[config.mk]
export PLATFORM = sky130hd
export DESIGN_NAME = seq_div16
export DESIGN_NICKNAME = d
export VERILOG_FILES = /design/src/rtl/seq_div16.sv
export SDC_FILE = /design/constraint.sdc
export NUM_CORES = 1
export LEC_CHECK = 0
export ABC_CLOCK_PERIOD_IN_PS = 3270
export CAP_MARGIN = 5
export CORE_MARGIN = 2
export CORE_UTILIZATION = 55
export CTS_BUF_LIST = sky130_fd_sc_hd__clkbuf_8
export CTS_CLUSTER_SIZE = 12
export DETAILED_ROUTE_END_ITERATION = 8
export PLACE_DENSITY = 0.86
export SYNTH_ARGS = -nofsm -noshare
export SYNTH_HDL_FRONTEND = slang
export SYNTH_SLANG_ARGS = --single-unit
[constraint.sdc]
create_clock -name clk -period 3.27 [get_ports clk]
set_input_delay 0.327 -clock clk [delete_from_list [all_inputs] [get_ports clk]]
set_output_delay 0.327 -clock clk [all_outputs]
set_load 0.03 [all_outputs]
[src/rtl/seq_div16.sv]
// Restoring radix-2 unsigned divider: one trial subtraction per BUSY cycle,
// valid/ready on both sides, divide-by-zero short-circuits straight to DONE.
module seq_div16 #(
    parameter int WIDTH = 16
) (
    input  logic             clk,
    input  logic             rst_n,
    input  logic             in_valid,
    output logic             in_ready,
    input  logic [WIDTH-1:0] dividend,
    input  logic [WIDTH-1:0] divisor,
    output logic             out_valid,
    input  logic             out_ready,
    output logic [WIDTH-1:0] quotient,
    output logic [WIDTH-1:0] remainder,
    output logic             div_by_zero
);

    localparam int CW = $clog2(WIDTH + 1);

    typedef enum logic [1:0] {
        S_IDLE = 2'd0,
        S_BUSY = 2'd1,
        S_DONE = 2'd2
    } state_t;

    state_t           state_q, state_d;
    // work_q starts as the dividend; quotient bits fill in from the LSB as
    // dividend bits leave from the MSB, so after WIDTH shifts it is the quotient.
    logic [WIDTH-1:0] work_q;
    logic [WIDTH-1:0] dvs_q;
    logic [WIDTH-1:0] prem_q;
    logic [CW-1:0]    cnt_q;
    logic [WIDTH-1:0] quotient_q;
    logic [WIDTH-1:0] remainder_q;
    logic             dbz_q;

    logic             accept;
    logic             last_iter;
    logic [WIDTH:0]   shifted;
    logic             take;
    logic [WIDTH-1:0] prem_d;

    assign accept    = in_valid && in_ready;
    assign last_iter = (state_q == S_BUSY) && (cnt_q == CW'(1));

    // Stored remainder is always < divisor, so WIDTH bits suffice; the shift
    // widens it to the WIDTH+1-bit trial value.
    assign shifted = {prem_q, work_q[WIDTH-1]};
    assign take    = (shifted >= {1'b0, dvs_q});
    assign prem_d  = take ? WIDTH'(shifted - {1'b0, dvs_q}) : shifted[WIDTH-1:0];

    always_ff @(posedge clk or negedge rst_n) begin
        if (!rst_n) begin
            state_q <= S_IDLE;
        end else begin
            state_q <= state_d;
        end
    end

    always_comb begin
        state_d = state_q;
        case (state_q)
            S_IDLE: begin
                if (accept) begin
                    state_d = (divisor == '0) ? S_DONE : S_BUSY;
                end
            end
            S_BUSY: begin
                if (last_iter) begin
                    state_d = S_DONE;
                end
            end
            S_DONE: begin
                if (out_ready) begin
                    state_d = S_IDLE;
                end
            end
            default: state_d = S_IDLE;
        endcase
    end

    always_comb begin
        in_ready  = (state_q == S_IDLE);
        out_valid = (state_q == S_DONE);
    end

    always_ff @(posedge clk or negedge rst_n) begin
        if (!rst_n) begin
            work_q      <= '0;
            dvs_q       <= '0;
            prem_q      <= '0;
            cnt_q       <= '0;
            quotient_q  <= '0;
            remainder_q <= '0;
            dbz_q       <= 1'b0;
        end else if (state_q == S_IDLE) begin
            if (accept) begin
                if (divisor != '0) begin
                    work_q <= dividend;
                    dvs_q  <= divisor;
                    prem_q <= '0;
                    cnt_q  <= CW'(WIDTH);
                end else begin
                    quotient_q  <= '1;
                    remainder_q <= dividend;
                    dbz_q       <= 1'b1;
                end
            end
        end else if (state_q == S_BUSY) begin
            work_q <= {work_q[WIDTH-2:0], take};
            prem_q <= prem_d;
            cnt_q  <= cnt_q - CW'(1);
            if (last_iter) begin
                quotient_q  <= {work_q[WIDTH-2:0], take};
                remainder_q <= prem_d;
                dbz_q       <= 1'b0;
            end
        end
    end

    assign quotient    = quotient_q;
    assign remainder   = remainder_q;
    assign div_by_zero = dbz_q;

endmodule

==> results by group <==
Power
  – Power density cells: between 1000 and 1500 nW/um^2
  – Max IR drop VDD: between 700 and 800 uV
  – Lkg Pwr: 2.53 nW

Setup path
  – Crit path kind: reg -> reg
  – CP Max Fanout: 25
  – Required @ worst endpoint: 3.49 ns
  – Slowest stage cell, crit path: a31oi_4
  – CP arrival: 3.18 ns
  – Crit start category: flip-flop
  – Slowest cell delay on critical path: 0.66 ns
  – Buf/Inv on CP: 0
  – CP delay by family, top: compound AO/OA/AOI/OAI gates
  – Worst path cell trace: ha_1, nand4_1, nor4_1, nor3b_1, a31oi_4, nor2_1, a31oi_1, o21ai_0
  – Worst setup EP type: flip-flop

CTS
  – PostCTS Resize Cnt: 0
  – Max Root-Sink Buffers: 2
  – Hold bufs inserted after CTS: 0
  – CTS tree: done
  – CTS H-tree depth: 3
  – Number of setup buffers added after CTS: 0
  – Clock Sinks: 88
  – Total CTS buffers: 9
  – Later-pin clock latency in the skew report: 0.37 ns
  – CTS root buf: clkbuf_8
  – Reg clk slew, reported paths: ~0.090 ns

GRT
  – Initial antenna violation count: 0
  – Vias in the first global route: 4225
  – First-pass GRT wire length: 20500 um
  – Total GRT Usage: 27.1%
  – Largest net degree at the start of global routing: 62
  – Grt ovf: 0

STA
  – Worst-margin pin slew: 0.793 ns
  – Final setup viols: 0
  – RSZ-0062 raised after global routing: false
  – Worst slew margin: 47.1%
  – Ratio of final minimum period to clock period: approximately nine tenths
  – Final TNS setup: 0 ns
  – Setup WS post-layout: 0.316 ns
  – Final Max Tran Viols: 0
  – Fmax: 0.338 GHz
  – Hold Vio Cnt, Final: 0
  – Clk_skew: 0.0106 ns
  – Minimum clock period: between 2 and 3 ns

Die
  – IO Pins: 71
  – Die span in x: between 90 and 100 um
  – Core box area: 8260 sq um
  – Die H: just under 100 um
  – Die area: about 9300 sq um
  – Initial Util: 57.2%
  – # rows: 33

Placement
  – GP Congestion: a little over 0.9
  – Post-place setup slack: 0.384 ns
  – DP HPWL: between 8000 and 9000 um
  – Post-DP Area: 5470 sq um
  – Number of buffers added on ports: 70
  – Placed Cells: 700

Synthesis
  – Synth Flop Type: dfrtp_1
  – Top cell type by total area after synthesis: dfrtp_1
  – Compound-Gate Fraction of Synth Area: between 10% and 20%
  – Cells after synthesis: ~540
  – Post-Syn Area: 4720 sq um
  – Most frequent cell after synthesis: nand2_1
  – Synth Area in Adders: under 10%
  – Post-synth EDFFs: 0
  – Post-synthesis xor/xnor area fraction: 2.60%
  – Synth cell count leaders: nand2_1, dfrtp_1, nor2_1, o21ai_0, a21oi_1
  – Yosys top cell area share: 46.6%
  – Syn avg cell area: between 8 and 9 sq um
  – Yosys warns: 0
  – Unique masters post-synth: between 50 and 60
  – Mux share of post-synthesis cell area: 1.62%
  – Register bit count reported by yosys: 88
  – Asr flop ratio synth: 100%
  – Syn_nets: 598
  – Register area share after synthesis: 46.6%
  – Largest family of logic cells by synthesized area: compound AO/OA/AOI/OAI gates
  – Synth Area in Simple Gates: 18.8%
  – Area contributors post-synth: dfrtp_1, nand2_1, o21ai_0

Cells and area
  – Design area: 5650 sq um
  – Antenna diodes: 0
  – Share of cells above drive strength 1: 7.20%
  – Non-Filler Instances: 716
  – Layout net count: between 600 and 700
  – Layout area overhead: 19.7%

Routing
  – Routed WL: around 12000 um
  – Routed WL per cell: 17.2 um
  – Antenna Violating Nets Remaining: 0
  – DR vias: 4169
  – Drt via density: 5.82
  – 1st-iter DRT viols: 286
  – Residual DRC: 0
  – Drt pass-1 iters: 5

Hold path
  – Worst hold path type: in -> async

Flow run
  – Max cap viols: 0

Status
  – Status: finished, final reports clean
worst register-to-register path, stage by stage, from the launching register on:
cell and delay (ns):
dfrtp_1 0.43, ha_1 0.39, nand4_1 0.13, nor4_1 0.48, nor3b_1 0.17, a31oi_4 0.66
nor2_1 0.12, a31oi_1 0.25, o21ai_0 0.18
power by group:
group / internal, W / total [W] / switching, W
registers: 0.00163 / 0.00197 / 0.000343
logic: 0.00175 / 0.00437 / 0.00262
clock network: 0.000283 / 0.000707 / 0.000424
layer usage:
layer / GRT usage, % / vias to the layer above / part of all wire, %
met1: 33.4 / 1990 / 41
met3: 4.41 / 34 / 4.8
met5: 0 / - / 0
li1: - / 1997 / -
met4: 12.7 / 0 / 3.5
met2: 46.7 / 148 / 51
through the flow:
| step | total power (W) | util (%) | hold slack [ns] |
|---|---|---|---|
| after floorplan | 0.00512 | - | 0.0314 |
| after global placement | 0.00608 | 66.2 | 0.449 |
| after detailed placement | 0.00627 | 66.2 | 0.455 |
| after CTS | 0.00702 | 68.4 | 0.0631 |
| after global routing | 0.00760 | 68.4 | 0.0925 |
| final | 0.00705 | 68.4 | 0.0369 |
final cells by class:
type / instances / area (sq um)
fill: 646 / 2610
multi-input combinational: 402 / 2270
sequential: 88 / 2200
timing repair buffer: 80 / 773
tap: 105 / 131
clock buffer: 9 / 124
inverter: 25 / 93.8
clock inverter: 7 / 55.1
registers in the layout, indices dropped and copies added (netlist names):
signal       count
dvs_q           16
prem_q          16
quotient        16
remainder       16
work_q          16
cnt_q            5
state_q          2
div_by_zero      1
logic make-up after synthesis:
logic type                 after synthesis
adders and majority gates               19
xor gates and xnor gates                14
DFF                                     88
muxes                                    7
and+or+nand+nor                        211
AOI/OAI and AO/OA                      151
buffers and inverters                   53
path summary, 6_finish.rpt:
path	to	slack, ns	start	depth (start not counted)
worst max-delay path	prem_q[5]$_DFFE_PN0P_	0.32	prem_q[5]$_DFFE_PN0P_	8
worst min-delay path	dvs_q[4]$_DFFE_PN0P_	0.04	rst_n	1
worst max register to register	prem_q[5]$_DFFE_PN0P_	0.32	prem_q[5]$_DFFE_PN0P_	8
worst min register to register	quotient[2]$_DFFE_PN0P_	0.47	quotient[2]$_DFFE_PN0P_	2
max in group asynchronous	remainder[2]$_DFFE_PN0P_	2.51	rst_n	2
min in group clk	quotient[2]$_DFFE_PN0P_	0.47	quotient[2]$_DFFE_PN0P_	2
placed cells by master, fill, tap and decap left out, drive strengths merged, types with 8 or more instances in the layout:
cell and count:
nand2 118, dfrtp 88, clkdlybuf4s50 69, nor2 56, o21ai 51, a21oi 36, a31oi 33, inv 28
ha 18, buf 11, clkbuf 9, xor2 8
Power figures use the tool's default switching activity.
